`config.mk`:
```
export PLATFORM = sky130hd
export DESIGN_NAME = fp_cmp_ctrl
export DESIGN_NICKNAME = d
export VERILOG_FILES = /design/src/rtl/fp_cmp_ctrl.sv
export SDC_FILE = /design/constraint.sdc
export NUM_CORES = 1
export LEC_CHECK = 0
export ABC_CLOCK_PERIOD_IN_PS = 6400
export BUFFER_PORTS_ARGS = -buffer_cell sky130_fd_sc_hd__buf_2
export CAP_MARGIN = 20
export CORE_ASPECT_RATIO = 1.75
export CORE_UTILIZATION = 35
export DETAILED_ROUTE_END_ITERATION = 16
export RECOVER_POWER = 25
export SETUP_SLACK_MARGIN = 0.1
export SYNTH_ARGS = -nofsm -noshare
export SYNTH_HDL_FRONTEND = slang
export SYNTH_SLANG_ARGS = --single-unit
```
`constraint.sdc`:
```
create_clock -name clk_i -period 6.4 [get_ports clk_i]
set_clock_uncertainty 0.1 [all_clocks]
set_input_delay 0.96 -clock clk_i [delete_from_list [all_inputs] [get_ports clk_i]]
set_output_delay 0.96 -clock clk_i [all_outputs]
set_load 0.05 [all_outputs]
```
`src/rtl/fp_cmp_ctrl.sv`:
```
// fp_cmp_ctrl: initiator-side sequencer for the floating-point compare unit.
// Accepts FEQ/FLT/FLE requests, drives the comparator until done, returns a
// 1-bit result with flags and tag, and accumulates sticky fflags.
// Optional macro: FP_CMP_CTRL_TIMEOUT_EN adds a watchdog on the done wait.

package fp_cmp_pkg;
  typedef enum logic [1:0] {FP32 = 2'd0, FP64 = 2'd1, FP16 = 2'd2, BF16 = 2'd3} fp_format_e;

  // RISC-V fflags ordering: NV is the most significant bit.
  typedef struct packed {
    logic nv;
    logic dz;
    logic of;
    logic uf;
    logic nx;
  } status_t;

  function automatic int unsigned fp_width(fp_format_e fmt);
    case (fmt)
      FP64:       return 64;
      FP16, BF16: return 16;
      default:    return 32;
    endcase
  endfunction
endpackage

module fp_cmp_ctrl
  import fp_cmp_pkg::*;
#(
  parameter fp_format_e  FP_FORMAT      = FP32,
  parameter int unsigned TAG_WIDTH      = 4,
  parameter int unsigned TIMEOUT_CYCLES = 16,
  localparam int unsigned FP_WIDTH      = fp_width(FP_FORMAT)
) (
  input  logic                 clk_i,
  input  logic                 rst_i,
  input  logic                 req_valid_i,
  output logic                 req_ready_o,
  input  logic [1:0]           req_op_i,
  input  logic [FP_WIDTH-1:0]  req_a_i,
  input  logic [FP_WIDTH-1:0]  req_b_i,
  input  logic [TAG_WIDTH-1:0] req_tag_i,
  output logic [FP_WIDTH-1:0]  cmp_a_o,
  output logic [FP_WIDTH-1:0]  cmp_b_o,
  output logic                 cmp_start_o,
  output logic                 cmp_eq_en_o,
  input  logic                 cmp_lt_i,
  input  logic                 cmp_le_i,
  input  logic                 cmp_eq_i,
  input  logic                 cmp_done_i,
  input  status_t              cmp_flags_i,
  output logic                 rsp_valid_o,
  input  logic                 rsp_ready_i,
  output logic                 rsp_result_o,
  output status_t              rsp_flags_o,
  output logic [TAG_WIDTH-1:0] rsp_tag_o,
  output status_t              fflags_o,
  input  logic                 fflags_clr_i
);

  localparam logic [1:0] OP_FEQ = 2'd0;
  localparam logic [1:0] OP_FLT = 2'd1;
  localparam logic [1:0] OP_RSV = 2'd3;

  typedef enum logic [1:0] {IDLE = 2'd0, ISSUE = 2'd1, RESP = 2'd2} state_e;

  state_e                 state_q, state_d;
  logic [FP_WIDTH-1:0]    a_q, a_d, b_q, b_d;
  logic [1:0]             op_q, op_d;
  logic [TAG_WIDTH-1:0]   tag_q, tag_d;
  logic                   result_q, result_d;
  status_t                flags_q, flags_d;
  status_t                fflags_q, fflags_d;
  logic                   load;

`ifdef FP_CMP_CTRL_TIMEOUT_EN
  localparam int unsigned CNT_W = $clog2(TIMEOUT_CYCLES + 1);
  logic [CNT_W-1:0]       cnt_q, cnt_d;
`endif

  // Next-state, operand capture, result capture and sticky-flag update.
  always_comb begin
    state_d  = state_q;
    a_d      = a_q;
    b_d      = b_q;
    op_d     = op_q;
    tag_d    = tag_q;
    result_d = result_q;
    flags_d  = flags_q;
    fflags_d = fflags_clr_i ? '0 : fflags_q;
    load     = 1'b0;
`ifdef FP_CMP_CTRL_TIMEOUT_EN
    cnt_d    = cnt_q;
`endif
    case (state_q)
      IDLE: begin
        if (req_valid_i) load = 1'b1;
      end
      ISSUE: begin
        if (cmp_done_i) begin
          case (op_q)
            OP_FEQ:  result_d = cmp_eq_i;
            OP_FLT:  result_d = cmp_lt_i;
            default: result_d = cmp_le_i;
          endcase
          flags_d  = cmp_flags_i;
          fflags_d = fflags_d | cmp_flags_i;
          state_d  = RESP;
        end
`ifdef FP_CMP_CTRL_TIMEOUT_EN
        // Done in the timeout cycle still wins as a normal capture.
        else if (cnt_q == CNT_W'(TIMEOUT_CYCLES - 1)) begin
          result_d    = 1'b0;
          flags_d     = '0;
          flags_d.nv  = 1'b1;
          fflags_d.nv = 1'b1;
          state_d     = RESP;
        end else begin
          cnt_d = cnt_q + CNT_W'(1);
        end
`endif
      end
      RESP: begin
        // Back-to-back: a new request is taken in the handshake cycle.
        if (rsp_ready_i) begin
          if (req_valid_i) load = 1'b1;
          else             state_d = IDLE;
        end
      end
      default: state_d = IDLE;
    endcase
    if (load) begin
      a_d      = req_a_i;
      b_d      = req_b_i;
      op_d     = req_op_i;
      tag_d    = req_tag_i;
      result_d = 1'b0;
      flags_d  = '0;
      // Reserved op answers directly without touching the comparator.
      state_d  = (req_op_i == OP_RSV) ? RESP : ISSUE;
`ifdef FP_CMP_CTRL_TIMEOUT_EN
      cnt_d    = '0;
`endif
    end
  end

  // State and datapath registers; reset discards any in-flight operation.
  always_ff @(posedge clk_i or posedge rst_i) begin
    if (rst_i) begin
      state_q  <= IDLE;
      a_q      <= '0;
      b_q      <= '0;
      op_q     <= '0;
      tag_q    <= '0;
      result_q <= 1'b0;
      flags_q  <= '0;
      fflags_q <= '0;
`ifdef FP_CMP_CTRL_TIMEOUT_EN
      cnt_q    <= '0;
`endif
    end else begin
      state_q  <= state_d;
      a_q      <= a_d;
      b_q      <= b_d;
      op_q     <= op_d;
      tag_q    <= tag_d;
      result_q <= result_d;
      flags_q  <= flags_d;
      fflags_q <= fflags_d;
`ifdef FP_CMP_CTRL_TIMEOUT_EN
      cnt_q    <= cnt_d;
`endif
    end
  end

  // Ready is forced low while reset is held, since IDLE would otherwise show it.
  assign req_ready_o  = !rst_i && ((state_q == IDLE) || ((state_q == RESP) && rsp_ready_i));
  assign cmp_a_o      = a_q;
  assign cmp_b_o      = b_q;
  assign cmp_start_o  = (state_q == ISSUE);
  assign cmp_eq_en_o  = (state_q == ISSUE) && (op_q == OP_FEQ);
  assign rsp_valid_o  = (state_q == RESP);
  assign rsp_result_o = result_q;
  assign rsp_flags_o  = flags_q;
  assign rsp_tag_o    = tag_q;
  assign fflags_o     = fflags_q;

endmodule

```
==> summary.md <==
| Metric | Value |
|---|---|
| Status | finished with violations |
| Violations in the final reports | capacitance limit, slew limit |
| Most common flop cell mapped by yosys | sky130_fd_sc_hd__dfrtp_1 |
| DRC violations left | 0 |
| Multi-input gate area in the final layout | 1110 um2 |
| Number of max-cap violations | 1 |
| Power per Cell Area | 547.9 nW/um2 |
| Leakage Power | 2.261 nW |
| Final max-slew violation count | 44 |
| Area of the core region | 9094 um2 |
| Vias per Instance | 4.546 |
| Worst ir drop on vdd | 0.2219 mV |
| Setup violation total in the final timing report | 0 |
| Pin count of the biggest net entering global routing | 62 |
| Growth of design area from synthesis to finish | 36.35% |
| Post-CTS setup buffer count | 0 |
| Met1 track demand over resource in global routing | 16.56% |
| Transition time at the pin with the least slew margin | 2.600 ns |
| Starting density of the core | 36.38% |
| CP max FO | 43 |
| HPWL after detailed placement | 5390 um |
| # resized after CTS | 0 |
| Synth Instances | 208 |
| Shortest period the worst path allows | 3.722 ns |
| Post-route ant nets | 0 |
| Post-synth top area share | 62.78% |
| Die Area | 9860 um2 |
| Root buffer cell | sky130_fd_sc_hd__clkbuf_16 |
| Deepest clock path buffer count | 2 |
| Global Route met3 Usage | 4.525% |
| Number of placement rows | 46 |
| Inserted Clock Buffers | 9 |
| Launching instance or port of the critical path | rsp_ready_i |
| H-Tree Level Count | 3 |
| Clock sink count | 83 |
| CP max-delay cell | sky130_fd_sc_hd__clkbuf_1 |
| Last weighted congestion value of the routability-driven placer | 0.7216 |
| HP Start | cmp_b_o[31]$_DFFE_PP0P_ |
| Share of synthesized area occupied by flip-flops and latches | 62.78% |
| Setup TNS | 0 ns |
| PnR worst setup slack | 2.678 ns |
| Ranking of synthesized cells by instance count | sky130_fd_sc_hd__dfrtp_1, sky130_fd_sc_hd__mux2_2, sky130_fd_sc_hd__mux2_4, sky130_fd_sc_hd__nand2_1, sky130_fd_sc_hd__inv_1 |
| Arrival time of data at the critical path endpoint | 3.82 ns |
| Hold-fix buffers, CTS | 0 |
| Count of routing violations after the opening detailed-route iteration | 45 |
| Antenna violations before repair | 0 |
| Chip Height | 130.6 um |
| Global-route wire length before repair | 11,180 um |
| Synthesized Nets | 292 |
| Io pins | 167 |
| Met2 global-route usage | 27.15% |
| Synthesized area per cell | 15.90 um2 |
| Total gr overflow | 0 |
| CP Cell Sequence | clkbuf_1 > nor2b_4 > nor3b_1 > clkbuf_1 > mux2_2 |
| Fraction of layout instances using a drive strength above 1 | 64.58% |
| Post-place setup slack | 3.812 ns |
| Number of register bits inferred by synthesis | 83 |
| Slowest stage delay, CP | 1.88 ns |
| RSZ-0062 raised after global routing | false |
| Async SR Flop Fraction | 100.0% |
| Most repeated cell in the gate-level netlist after synthesis | sky130_fd_sc_hd__dfrtp_1 |
| Fillers | 867 |
| Port Buffers | 166 |
| Maximum operating frequency | 268.7 MHz |
| Die width | 75.49 um |
| Count of flip-flops with a built-in enable after synthesis | 0 |
| Max transition margin | -73.31% |
| CTS tree | yes |
| Kind of start point of the critical path | primary input |
| Drt total wl | 7346 um |
| Dominant cell type by count on the critical path | sky130_fd_sc_hd__clkbuf_1 |
| Global router's overall resource usage | 15.45% |
| Final worst-path cycle share | 58.15% |
| Critical Setup Path Class | primary input to flip-flop |
| Vias after detailed routing | 2,291 |
| Yosys warning total | 0 |
| First-pass DRT Iterations | 4 |
| Clock-pin slew on the worst setup and hold paths | 0.06 ns |
| Worst reg2reg startpoint | state_q[1]$_DFFE_PP0P_ |
| Worst Hold Class | flip-flop to flip-flop |
| Detailed-route wire length per cell | 14.58 um |
| Kind of end point of the critical path | flip-flop |
| Count of distinct cell types in the synthesized netlist | 24 |
| Insertion delay to the later sink of the worst-skew pair | 0.33 ns |
| Top cells by area in the synthesized netlist | sky130_fd_sc_hd__dfrtp_1, sky130_fd_sc_hd__mux2_4, sky130_fd_sc_hd__mux2_2 |
| Synth area leader | sky130_fd_sc_hd__dfrtp_1 |
| Number of nets in the final layout | 463 |
| Number of endpoints with negative hold slack in the final report | 0 |
| Most Crowded Layer GR | met2 |
| Number of inserted diodes | 0 |
| Via count of the first global-routing pass | 2,409 |
| Flip-flop and latch area | 2077 um2 |
| Post-Syn Area | 3308 um2 |
| WP data required | 6.50 ns |
critical path: cells and delay by family:
kind | cells | cell delay [ns]
buffers and inverters | 2 | 2.04
and+or+nand+nor | 2 | 0.32
muxes | 1 | 0.48
state kept, by name (all words and copies together), names as in the netlist:
signal        flops
cmp_a_o          32
cmp_b_o          32
fflags_o          5
op_q              2
rsp_tag_o         4
rsp_flags_o       5
rsp_result_o      1
state_q           2
layer usage:
metal | wire length (um) | vias up
met5 | 0 | -
met4 | 156 | 0
met3 | 492 | 13
met2 | 3882 | 101
met1 | 2815 | 1114
li1 | - | 1063
path summary, 6_finish.rpt:
path                                            to  slack, ns  cells past startpoint
hold reg to reg            cmp_b_o[31]$_DFFE_PP0P_       0.38                      1
min in group asynchronous  cmp_a_o[25]$_DFFE_PP0P_       0.70                      2
setup / recovery            cmp_a_o[0]$_DFFE_PP0P_       2.68                      5
setup reg to reg            cmp_a_o[0]$_DFFE_PP0P_       2.92                      4
hold / removal             cmp_b_o[31]$_DFFE_PP0P_       0.38                      1
max in group asynchronous      op_q[0]$_DFFE_PP0P_       4.24                      3
cells by family after synthesis:
logic type / synth area share [%]
muxes: 27.57
AOI/OAI and AO/OA: 2.724
DFF: 62.78
and+or+nand+nor: 3.404
buffers and inverters: 3.517
per-stage QoR:
stage | hold WS [ns] | instances | power, mW | area, um2 | utilization [%]
global placement | 0.3721 | 488 | 1.962 | 4233 | 46.55
detailed placement | 0.3691 | 488 | 1.978 | 4233 | 46.55
finish | 0.3819 | 504 | 2.472 | 4511 | 49.60
CTS | 0.3830 | 504 | 2.501 | 4529 | 49.81
global route | 0.4148 | 504 | 2.593 | 4511 | 49.60
floorplan | 0.4145 | 208 | 1.717 | 3308 | -
final cells by class:
class,instances,share of cell area (%)
flip-flops and latches,83,46.05
multi-input cells,108,24.60
repair buffers,169,18.75
clock buffers,12,5.465
well taps,120,3.329
clock inverters,4,1.110
inverters,8,0.6935
cells in the final DEF, fill, tap and decap left out, types with 2 or more instances in the layout:
master / n
sky130_fd_sc_hd__buf_2: 163
sky130_fd_sc_hd__mux2_2: 37
sky130_fd_sc_hd__mux2_1: 4
sky130_fd_sc_hd__o21ai_0: 6
sky130_fd_sc_hd__dfrtp_1: 83
sky130_fd_sc_hd__clkbuf_1: 6
sky130_fd_sc_hd__clkinvlp_4: 2
sky130_fd_sc_hd__mux2_4: 30
sky130_fd_sc_hd__buf_4: 2
sky130_fd_sc_hd__inv_1: 7
sky130_fd_sc_hd__clkbuf_16: 9
sky130_fd_sc_hd__nand2_1: 12
sky130_fd_sc_hd__nor2_1: 2
sky130_fd_sc_hd__a21oi_1: 6
report_power, final:
part	total [mW]	internal [mW]	switching [mW]
registers	0.801	0.702	0.0981
clock network	0.508	0.312	0.195
logic	1.16	0.341	0.822
total	2.47	1.36	1.12
Power figures use the tool's default switching activity.
